==> src/rtl/wb_arbiter.sv <==
// wb_arbiter
//
// Merges two result streams onto the single register-file write port:
//   - in-order pipeline results from the WB stage (pipe_*), and
//   - out-of-order multi-cycle results (mc_*), buffered in a small FIFO.
// Exactly one write is chosen per cycle and registered into rf_*. A
// starvation counter forces the queue head through after STARVE_LIMIT
// consecutive losses to the pipeline. pending_rs1/2 tell the hazard unit
// that a register still has an uncommitted write held inside this block.
//
// Ports
//   clk                      clock, rising edge
//   reset                    asynchronous reset, active low
//   pipe_reg_write/rd/data   WB-stage write request (rd = 0 means no write)
//   pipe_stall               WB write not consumed this cycle; WB holds it
//   mc_valid/rd/data         multi-cycle result (rd = 0 is dropped)
//   mc_ready                 queue has a free slot
//   rf_write_enable/rd/din   registered register-file write port
//   query_rs1/rs2            decode-stage source registers
//   pending_rs1/rs2          queried register has an uncommitted write here
module wb_arbiter #(
   parameter int DEPTH        = 2,
   parameter int STARVE_LIMIT = 4
) (
   input  logic        clk,
   input  logic        reset,
   input  logic        pipe_reg_write,
   input  logic [4:0]  pipe_rd,
   input  logic [31:0] pipe_data,
   output logic        pipe_stall,
   input  logic        mc_valid,
   input  logic [4:0]  mc_rd,
   input  logic [31:0] mc_data,
   output logic        mc_ready,
   output logic        rf_write_enable,
   output logic [4:0]  rf_rd,
   output logic [31:0] rf_din,
   input  logic [4:0]  query_rs1,
   input  logic [4:0]  query_rs2,
   output logic        pending_rs1,
   output logic        pending_rs2
);

   localparam int PTR_W = $clog2(DEPTH);
   localparam int CNT_W = $clog2(DEPTH + 1);

   logic [4:0]       q_rd   [DEPTH];
   logic [31:0]      q_data [DEPTH];
   logic [PTR_W-1:0] wr_ptr;
   logic [PTR_W-1:0] rd_ptr;
   logic [CNT_W-1:0] count;
   logic [3:0]       starve_cnt;

   logic             q_nonempty;
   logic             pipe_valid;
   logic             force_pop;
   logic             pop;
   logic             take_pipe;
   logic             push;
   logic [3:0]       starve_nxt;

   // ---------------------------------------------------------------
   // Selection
   // ---------------------------------------------------------------
   assign q_nonempty = (count != '0);
   assign pipe_valid = pipe_reg_write && (pipe_rd != 5'd0);
   assign force_pop  = (starve_cnt >= 4'(STARVE_LIMIT));
   assign pop        = q_nonempty && (force_pop || !pipe_valid);
   assign take_pipe  = pipe_valid && !pop;
   assign pipe_stall = pipe_valid && pop;

   // Readiness looks at the current count only, so a same-cycle pop never
   // makes room for a same-cycle push. rd = 0 results complete the
   // handshake but are never written into the queue.
   assign mc_ready   = (count != CNT_W'(DEPTH));
   assign push       = mc_valid && mc_ready && (mc_rd != 5'd0);

   always_comb begin
      // NOTE: default assignment first so every path drives the signal and no latch is inferred.
      starve_nxt = starve_cnt;
      if (pop || !q_nonempty)
         starve_nxt = 4'd0;
      else if (take_pipe && starve_cnt != 4'hF)
         starve_nxt = starve_cnt + 4'd1;
   end

   // ---------------------------------------------------------------
   // Queue storage
   // ---------------------------------------------------------------
   // NOTE: the entry array carries no reset; validity comes solely from count and the pointers.
   always_ff @(posedge clk) begin
      if (push) begin
         q_rd[wr_ptr]   <= mc_rd;
         q_data[wr_ptr] <= mc_data;
      end
   end

   // ---------------------------------------------------------------
   // Control state and registered write port
   // ---------------------------------------------------------------
   // NOTE: sequential state uses non-blocking assignments so every register samples pre-edge values.
   always_ff @(posedge clk or negedge reset) begin
      if (!reset) begin
         wr_ptr          <= '0;
         rd_ptr          <= '0;
         count           <= '0;
         starve_cnt      <= 4'd0;
         rf_write_enable <= 1'b0;
         rf_rd           <= 5'd0;
         rf_din          <= 32'd0;
      end else begin
         if (push) wr_ptr <= wr_ptr + PTR_W'(1);
         if (pop)  rd_ptr <= rd_ptr + PTR_W'(1);
         count      <= count + CNT_W'(push) - CNT_W'(pop);
         starve_cnt <= starve_nxt;

         rf_write_enable <= pop || take_pipe;
         if (pop) begin
            rf_rd  <= q_rd[rd_ptr];
            rf_din <= q_data[rd_ptr];
         end else if (take_pipe) begin
            rf_rd  <= pipe_rd;
            rf_din <= pipe_data;
         end
      end
   end

   // ---------------------------------------------------------------
   // Pending-write lookup: live queue entries plus the output register
   // ---------------------------------------------------------------
   always_comb begin
      logic [PTR_W-1:0] offs;
      offs        = '0;
      pending_rs1 = 1'b0;
      pending_rs2 = 1'b0;
      for (int i = 0; i < DEPTH; i++) begin
         // An entry is live when its distance from the head is below count.
         offs = PTR_W'(i) - rd_ptr;
         if (CNT_W'(offs) < count) begin
            if (q_rd[i] == query_rs1) pending_rs1 = 1'b1;
            if (q_rd[i] == query_rs2) pending_rs2 = 1'b1;
         end
      end
      if (rf_write_enable && rf_rd == query_rs1) pending_rs1 = 1'b1;
      if (rf_write_enable && rf_rd == query_rs2) pending_rs2 = 1'b1;
      if (query_rs1 == 5'd0) pending_rs1 = 1'b0;
      if (query_rs2 == 5'd0) pending_rs2 = 1'b0;
   end

endmodule
==> config.mk <==
export PLATFORM = sky130hd
export DESIGN_NAME = wb_arbiter
export DESIGN_NICKNAME = d
export VERILOG_FILES = /design/src/rtl/wb_arbiter.sv
export SDC_FILE = /design/constraint.sdc
export NUM_CORES = 1
export LEC_CHECK = 0
export CAP_MARGIN = 15
export CORE_MARGIN = 2
export CORE_UTILIZATION = 44
export DETAILED_ROUTE_END_ITERATION = 8
export PLACE_DENSITY_LB_ADDON = 0.1
export REMOVE_ABC_BUFFERS = 1
export SKIP_LAST_GASP = 1
export SYNTH_ARGS = -nofsm -noshare
export SYNTH_HDL_FRONTEND = slang
export SYNTH_SLANG_ARGS = --single-unit
==> constraint.sdc <==
create_clock -name clk -period 2.5 [get_ports clk]
set_input_delay 0.25 -clock clk [delete_from_list [all_inputs] [get_ports clk]]
set_output_delay 0.25 -clock clk [all_outputs]
set_load 0.05 [all_outputs]
# ---- Word-level counts from Yosys, hierarchy flattened
# Memories as Yosys holds them, arrays and structs flattened.
# Cells that the tools add are included.
dict set report totals {
  register_bits 46
  ramBits 74
  output_inout_bits 42
  word_cells 69
  n_memories 2
}
dict set report op_classes {
  add_sub_neg 7
  n_lt_le_gt_ge 3
  eq_ne 8
  mux 20
  reduce_logical 22
}
# name depth width read_ports rd_clocked_by_memory_dff wr line
set mem_list {}
lappend mem_list {q_data 2 32 1 0 1 48} ;# logic [31:0] q_data [DEPTH];
lappend mem_list {q_rd 2 5 3 0 1 47} ;# logic [4:0] q_rd [DEPTH];
# op n
set ops {}
lappend ops {{2-to-1 mux 32 bit} 2}
lappend ops {{== test 5 bit} 6}
lappend ops {{2-to-1 mux 1 bit} 14}
lappend ops {{logical NOT 5 bit} 2}
lappend ops {{2-to-1 mux 5 bit} 2}
lappend ops {{nonzero test 5 bit} 2}
lappend ops {{logical AND 1 bit} 9}
lappend ops {{2-to-1 mux 4 bit} 2}
lappend ops {{nonzero test 2 bit} 3}
lappend ops {{adder 4 x 1 -> 4 bit (second input constant)} 1}
lappend ops {{greater-or-equal comparator 4 x 3 -> 1 bit (second input constant)} 1}
lappend ops {{< comparator 1 x 2 -> 1 bit} 2}
lappend ops {{inequality test 4 bit (second input constant)} 1}
lappend ops {{logical NOT 1 bit} 3}
lappend ops {{logical OR 1 bit} 3}
lappend ops {{adder 1 bit (second input constant)} 2}
lappend ops {{adder 2 x 1 -> 2 bit} 1}
lappend ops {{inequality test 2 bit (second input constant)} 1}
lappend ops {{subtractor 1 bit (first input constant)} 2}
lappend ops {{subtractor 2 x 1 -> 2 bit} 1}

# ---- Longest topological paths before layout
dict set report logic_depth {
  depth_word 10
  depth_mapped 10
  ltp_nobuf 9
}

# ---- Worst setup path before layout
# Ideal clock, no wire load.
dict set report synth_path {
  path_kind {reg-to-reg}
  startpoint {reg count[1]}
  endpoint {mem q_data[0][0] (enable)}
  arrival_ns 2.817
  required_ns 2.069
  slack_ns -0.748
  stages_incl_launch_ff 5
  path_buffers 1
  synth_period_minus_slack_ns 3.248
  cell_sequence {dfrtp_1 > clkbuf_1 > nand2b_1 > o211ai_1 > nor2_1}
}
dict set report synth_between {
  elab_chain_cells 5
}
# element line
set synth_lines {}
lappend synth_lines {{start, declared} 51} ;# logic [CNT_W-1:0] count;
lappend synth_lines {{start signal, assigned} 114} ;# count <= count + CNT_W'(push) - CNT_W'(pop);
lappend synth_lines {{inequality test 2 bit} 75} ;# assign mc_ready = (count != CNT_W'(DEPTH));
lappend synth_lines {{net mc_ready} 34} ;# output logic mc_ready,
lappend synth_lines {{logical AND 1 bit (2 in series)} 76} ;# assign push = mc_valid && mc_ready && (mc_rd != 5'd0);
lappend synth_lines {{2-to-1 mux 1 bit} 92} ;# if (push) begin
lappend synth_lines {{2-to-1 mux 1 bit (not written as such)} 94} ;# q_data[wr_ptr] <= mc_data;
lappend synth_lines {{end, declared} 48}
# The timed path passes the listed nets, and every way through them passes these cells.

# ---- Worst setup path after layout
dict set report layout_path {
  startpoint {in query_rs2[4]}
  endpoint {out pending_rs2}
}
dict set report layout_between {
  elab_chain_cells 7
  elab_cells_between_ends 11
  classes_between {3 x eq/ne; 6 x mux; 2 x reduce/logical}
}
# element line
set layout_lines {}
lappend layout_lines {{start, declared} 39} ;# input logic [4:0] query_rs2,
lappend layout_lines {{== test 5 bit} 141} ;# if (q_rd[i] == query_rs2) pending_rs2 = 1'b1;
lappend layout_lines {{2-to-1 mux 1 bit} 141}
lappend layout_lines {{2-to-1 mux 1 bit} 139} ;# if (CNT_W'(offs) < count) begin
lappend layout_lines {{2-to-1 mux 1 bit} 141}
lappend layout_lines {{2-to-1 mux 1 bit} 139}
lappend layout_lines {{2-to-1 mux 1 bit} 145} ;# if (rf_write_enable && rf_rd == query_rs2) pending_rs2 = 1'b1;
lappend layout_lines {{2-to-1 mux 1 bit (*)} 147} ;# if (query_rs2 == 5'd0) pending_rs2 = 1'b0;
lappend layout_lines {{end, declared} 41} ;# output logic pending_rs2
# Every way passes the cells marked *; elsewhere a longest branch is shown, timed or not.

==> summary.md <==
| Metric | Value |
|---|---|
| Max rail drop VDD | about 770 uV |
| Yosys top cell area share | 43.5% |
| Ys flop type | edfxtp_1 |
| Antenna violation net count after detailed routing | 0 |
| Final Setup Violations | 0 |
| Post-synth top cells | edfxtp_1 (74), dfrtp_1 (46), mux2i_1 (38) |
| Final Non-Filler Cells | 643 |
| Most area-hungry cell type in the Yosys netlist | edfxtp_1 |
| Post-synth EDFFs | 74 |
| Std-Cell Rows | 39 |
| Clk buf depth | 2 |
| Placed cells | between 600 and 700 |
| Initial antenna violation count | 0 |
| Inserted Clock Buffers | 17 |
| Final Wtd Congestion | approximately 0.9 |
| H-tree level count | 4 |
| Nets | just under 600 |
| CP startpoint kind | input pin |
| Fmax | roughly 430 MHz |
| Drt initial violations | between 150 and 200 |
| Worst setup EP type | output port |
| Core area | 11400 sq um |
| Remaining global-route overflow | 0 |
| I/O Pins | between 100 and 150 |
| Dpl cell area | 6650 sq um |
| Gate Count Post-Synth | 341 |
| Minimum hold slack | between 300 and 400 ps |
| First-pass GRT wire length | 18.9 mm |
| Max Clock Skew | between 10 and 15 ps |
| P&R area growth vs syn | 41.1% |
| Die ar. | about 12000 sq um |
| I/O Buffers | ~130 |
| DR vias/cell | 5.43 |
| Count leader, synth | edfxtp_1 |
| HP Class | in -> async |
| Vias in the first global route | between 3000 and 4000 |
| FF/Latch Area | between 3000 and 4000 sq um |
| Ys Warns | 0 |
| CTS clk-pin slew, worst paths | around 50 ps |
| Fin. max-slew vios | 0 |
| # DRC | 0 |
| Total power per unit cell area | about 1300 nW/um^2 |
| Leak | 2.73 nW |
| Initial core utilization | 45.0% |
| Post-synthesis sequential area ratio | around two thirds |
| Routed len/inst | 18.2 microns |
| Hold Vio Cnt, Final | 0 |
| Drt first pass iters | 4 |
| CTS tree | yes |
| Ys async rst share | 38.3% |
| Cell Area, Synth | 5110 sq um |
| Number of fill cells | 900 |
| CP Max Fanout | 4 |
| Post-synthesis register bit count | 120 |
| Fin crit period | 2340 ps |
| Post-cts resize count | 0 |
| Period utilization | 93.6% |
| Netlist cell types | 39 |
| CTS Sinks | between 100 and 150 |
| Multi-input gate area | ~1600 sq um |
| Die height | between 100 and 150 microns |
| Vias | ~3500 |
| Detail Placement HPWL | slightly below 8 mm |
| Status | finished, final reports clean |
| Die X-Extent | 112 microns |
| Largest cells by area after synthesis | edfxtp_1 (43%), dfrtp_1 (23%), mux2i_1 (7.4%) |
| # diodes | 0 |
| Final wirelength | roughly 12 mm |
| Relative slew slack | between 20 and 30% |
| Crit Path Class | in -> out |
| Syn Area/Cell | approximately 15 sq um |
| RSZ-0062 raised after global routing | false |
| GRT Util Overall | between 10% and 20% |
| Worst Tran Pin Value | about 1100 ps |
| Clock latency on the worst-skew pair | ~400 ps |
| Share of layout cells above drive strength 1 | 11.6% |
| Clk root buf | clkbuf_16 |
| Req. time, crit path | 2250 ps |
| Worst EP arrival | between 2000 and 2500 ps |
| Finished layout cell area | 7210 sq um |
| Largest net degree at the start of global routing | 38 |
| Maxcap violations | 0 |
| FF-to-FF setup slack | roughly 460 ps |
routing by layer:
layer | global-route usage [%] | part of all wire, %
met2 | 32.9 | 50
met4 | 6.58 | 0.85
met3 | 6.42 | 6.1
met5 | 0 | 0
met1 | 23.6 | 43
layout by cell type (no fill, tap or decap), types with 2 or more instances in the layout:
cell type	n
clkbuf_16	17
xnor2_1	16
o221a_1	30
nor3_1	2
bufinv_16	2
o221a_2	2
o211ai_4	2
edfxtp_1	74
clkinvlp_4	3
ha_1	3
clkbuf_1	4
nand2_1	4
dfrtp_1	45
or4_1	4
nor2_4	2
clkinv_2	4
xor2_1	18
mux2i_1	38
a21oi_1	6
nand4_1	3
nor4_1	4
buf_4	16
clkdlybuf4s50_1	125
inv_1	3
nand3_1	36
buf_12	4
o32ai_1	4
nor2_1	10
kinds of logic after synthesis:
family,Yosys count,synth area share (%)
flops,120,66.0
simple gates,71,7.12
compound gates,52,10.1
mux,38,7.44
xor+xnor,34,5.82
buf+inv,22,2.69
fa+ha+maj,3,0.734
other cells,1,0.0734
metrics by stage:
stage	setup TNS [ps]	setup slack (ps)	power, mW	utilization [%]
2_1_floorplan	-52280	-687	5.63	-
3_3_place_gp	0	51.9	7.00	58.5
3_5_place_dp	0	25.6	7.05	58.5
4_1_cts	0	167	9.37	63.4
5_1_grt	0	69.4	9.72	63.4
6_report	0	159	9.28	63.4
critical path, cell delays in order:
cell and delay, ps:
clkdlybuf4s50_1 520, or4_1 460, nor2_1 200, nor4_1 80
or3_1 420, buf_12 170
what timing repair did:
item                                   in CTS  in global routing
endpoints found under the hold margin      16                  0
setup buffers                               0                  0
hold buffers                                1                  0
report_power, final:
part	total (mW)	internal [mW]	switching [mW]
Combinational	3.85	1.51	2.35
Clock	2.29	1.48	0.816
Sequential	3.13	2.79	0.340
Total	9.28	5.78	3.50
path summary, 6_finish.rpt:
check                                             to                       from  depth (start not counted)
min                           rf_din[24]$_DFFE_PN0P_                      reset                          2
max in group asynchronous         rd_ptr$_DFFE_PN0N_                      reset                          3
max                                      pending_rs2               query_rs2[4]                          6
max reg2reg                   q_data[0][1]$_DFFE_PP_         count[1]$_DFF_PN0_                          4
min reg2reg                starve_cnt[0]$_DFFE_PN0P_  starve_cnt[0]$_DFFE_PN0P_                          1
min in group clk             q_data[0][17]$_DFFE_PP_                mc_data[17]                          1
cell type report:
cell class | count | share of cell area, %
inverters | 3 | 0.156
multi-input cells | 199 | 22.5
repair buffers | 147 | 20.3
well taps | 143 | 2.48
flip-flops and latches | 120 | 46.8
clock inverters | 9 | 1.42
clock buffers | 22 | 6.30
flip-flops by register name, summed over array words and instances (netlist names):
signal	flops
q_rd	10
count	2
starve_cnt	4
rf_din	32
q_data	64
rf_write_enable	1
rd_ptr	1
rf_rd	5
wr_ptr	1
Note: power is estimated with default switching activity, not from simulation.
==> RTL change: new RTL, same settings <==
`DEPTH`: 2 -> 8.
--- a/src/rtl/wb_arbiter.sv
+++ b/src/rtl/wb_arbiter.sv
@@ -20,5 +20,5 @@
 //   pending_rs1/rs2          queried register has an uncommitted write here
 module wb_arbiter #(
-   parameter int DEPTH        = 2,
+   parameter int DEPTH        = 8,
    parameter int STARVE_LIMIT = 4
 ) (
Check against the original RTL: not equivalent (a bounded check fails within 4 cycles, from zero or initial values and one cycle with reset low).
==> RTL change against the unedited design <==
  * Wire length grew to 2.9 times the old value
  * Area after synthesis grew to 2.9 times the old value
  * Worst setup slack lost 0.84 ns
  * Largest cell class unchanged
  * Die area grew to 2.8 times the old value
  * Cell count grew 140%
  * Sequential power grew to 2.6 times the old value
  * Power grew 140%
  * Design area grew to 2.7 times the old value
  * Global-route usage grew 0.63 points
  * Sequential cell count grew 228
  * The flow now finishes with violations (setup timing)
==> RTL change: results (changes against the unedited design) <==
* Layout Nets at 1179 (was 579)
* Share of layout cells above drive strength 1 at 25.5% (was 11.6%)
* Final setup fails at 18 (was 0)
* Synth unique cells at 45 (was 39)
* R2R setup slack at -0.15 ns (was 0.46 ns)
* Commonest cells post-synth: edfxtp_1, mux4_2, xor2_1, dfrtp_1, xnor2_1 (was edfxtp_1, dfrtp_1, mux2i_1, nand3_1, o221a_1)
* Crit path capture: pending_rs1 (was pending_rs2)
* Power Dens Cells at 1170 nW/um2 (was 1290 nW/um2)
* Avg Synthesized Cell Area at 17.7 um2 (was 15.0 um2)
* Pre-antenna DRT Iters at 5 (was 4)
* First-pass GRT wire length at 53400 um (was 18900 um)
* Leak pwr at 6.70 nW (was 2.73 nW)
* Slowest-stage cell, CP: dfrtp_4 (was clkdlybuf4s50_1)
* CP delay by family, top: compound AO/OA/AOI/OAI gates (was simple AND/OR/NAND/NOR gates)
* Peak supply drop at 0.607 mV (was 0.767 mV)
* Setup_tns at -2.86 ns (was 0 ns)
* Placed wire-length estimate at 22800 um (was 7810 um)
* WL per Instance at 22.3 um (was 18.2 um)
* Register-to-Register Path Depth at 5 (was 4)
* Largest net degree at the start of global routing at 47 (was 38)
* Worst endpoint data arrival time at 2.93 ns (was 2.09 ns)
* Seq pwr share at 35.6% (was 33.7%)
* Placer's final routability congestion estimate at 0.847 (was 0.902)
* Fin worst setup slack at -0.678 ns (was 0.159 ns)
* Largest regs: q_data (256), q_rd (40), rf_din (32) (was q_data (64), rf_din (32), q_rd (10))
* All-Layer GR Usage at 20.1% (was 19.5%)
* Filler cells at 2631 (was 900)
* Clk_lat worst skew at 0.51 ns (was 0.40 ns)
* Hold_ws at 0.340 ns (was 0.349 ns)
* Synth top area cells: edfxtp_1, mux4_2, dfrtp_1, xor2_1, mux2i_1 (was edfxtp_1, dfrtp_1, mux2i_1, o221a_1, nand3_1)
* Pre-CTS WS at -0.381 ns (was 0.0256 ns)
* Outcome: finished with violations (was completed)
* Setup bufs post-CTS at 3 (was 0)
* Failing checks: setup timing
* CTS Buffer Depth at 3 (was 2)
[RTL change: logic make-up (layout without fill, tap and decap cells)]
logic type | Yosys count | after routing | synth area share [%]
and+or+nand+nor | 86 | 86 | 2.86
muxes | 111 | 111 | 13.8
AOI/OAI and AO/OA | 111 | 111 | 4.81
other | 1 | 1 | 0.0253
adders and majority gates | 23 | 23 | 1.99
buffers and inverters | 59 | 317 | 1.90
DFF | 348 | 348 | 68.8
xor gates and xnor gates | 99 | 99 | 5.86
[RTL change: area by class of cell]
type	count	area, um2	area share (%)
repair buffers	232	2500	13.1
clock inverters	18	234	1.22
clock buffers	50	1030	5.35
multi-input cells	431	4590	24.0
inverters	17	63.8	0.333
flip-flops and latches	348	10200	53.2
well taps	448	561	2.92
[RTL change: per-layer routing]
metal	global-route usage, %	part of all wire [%]
met1	28.1	44
met4	4.78	1.9
met2	33.2	49
met5	0	0
met3	3.62	5.0
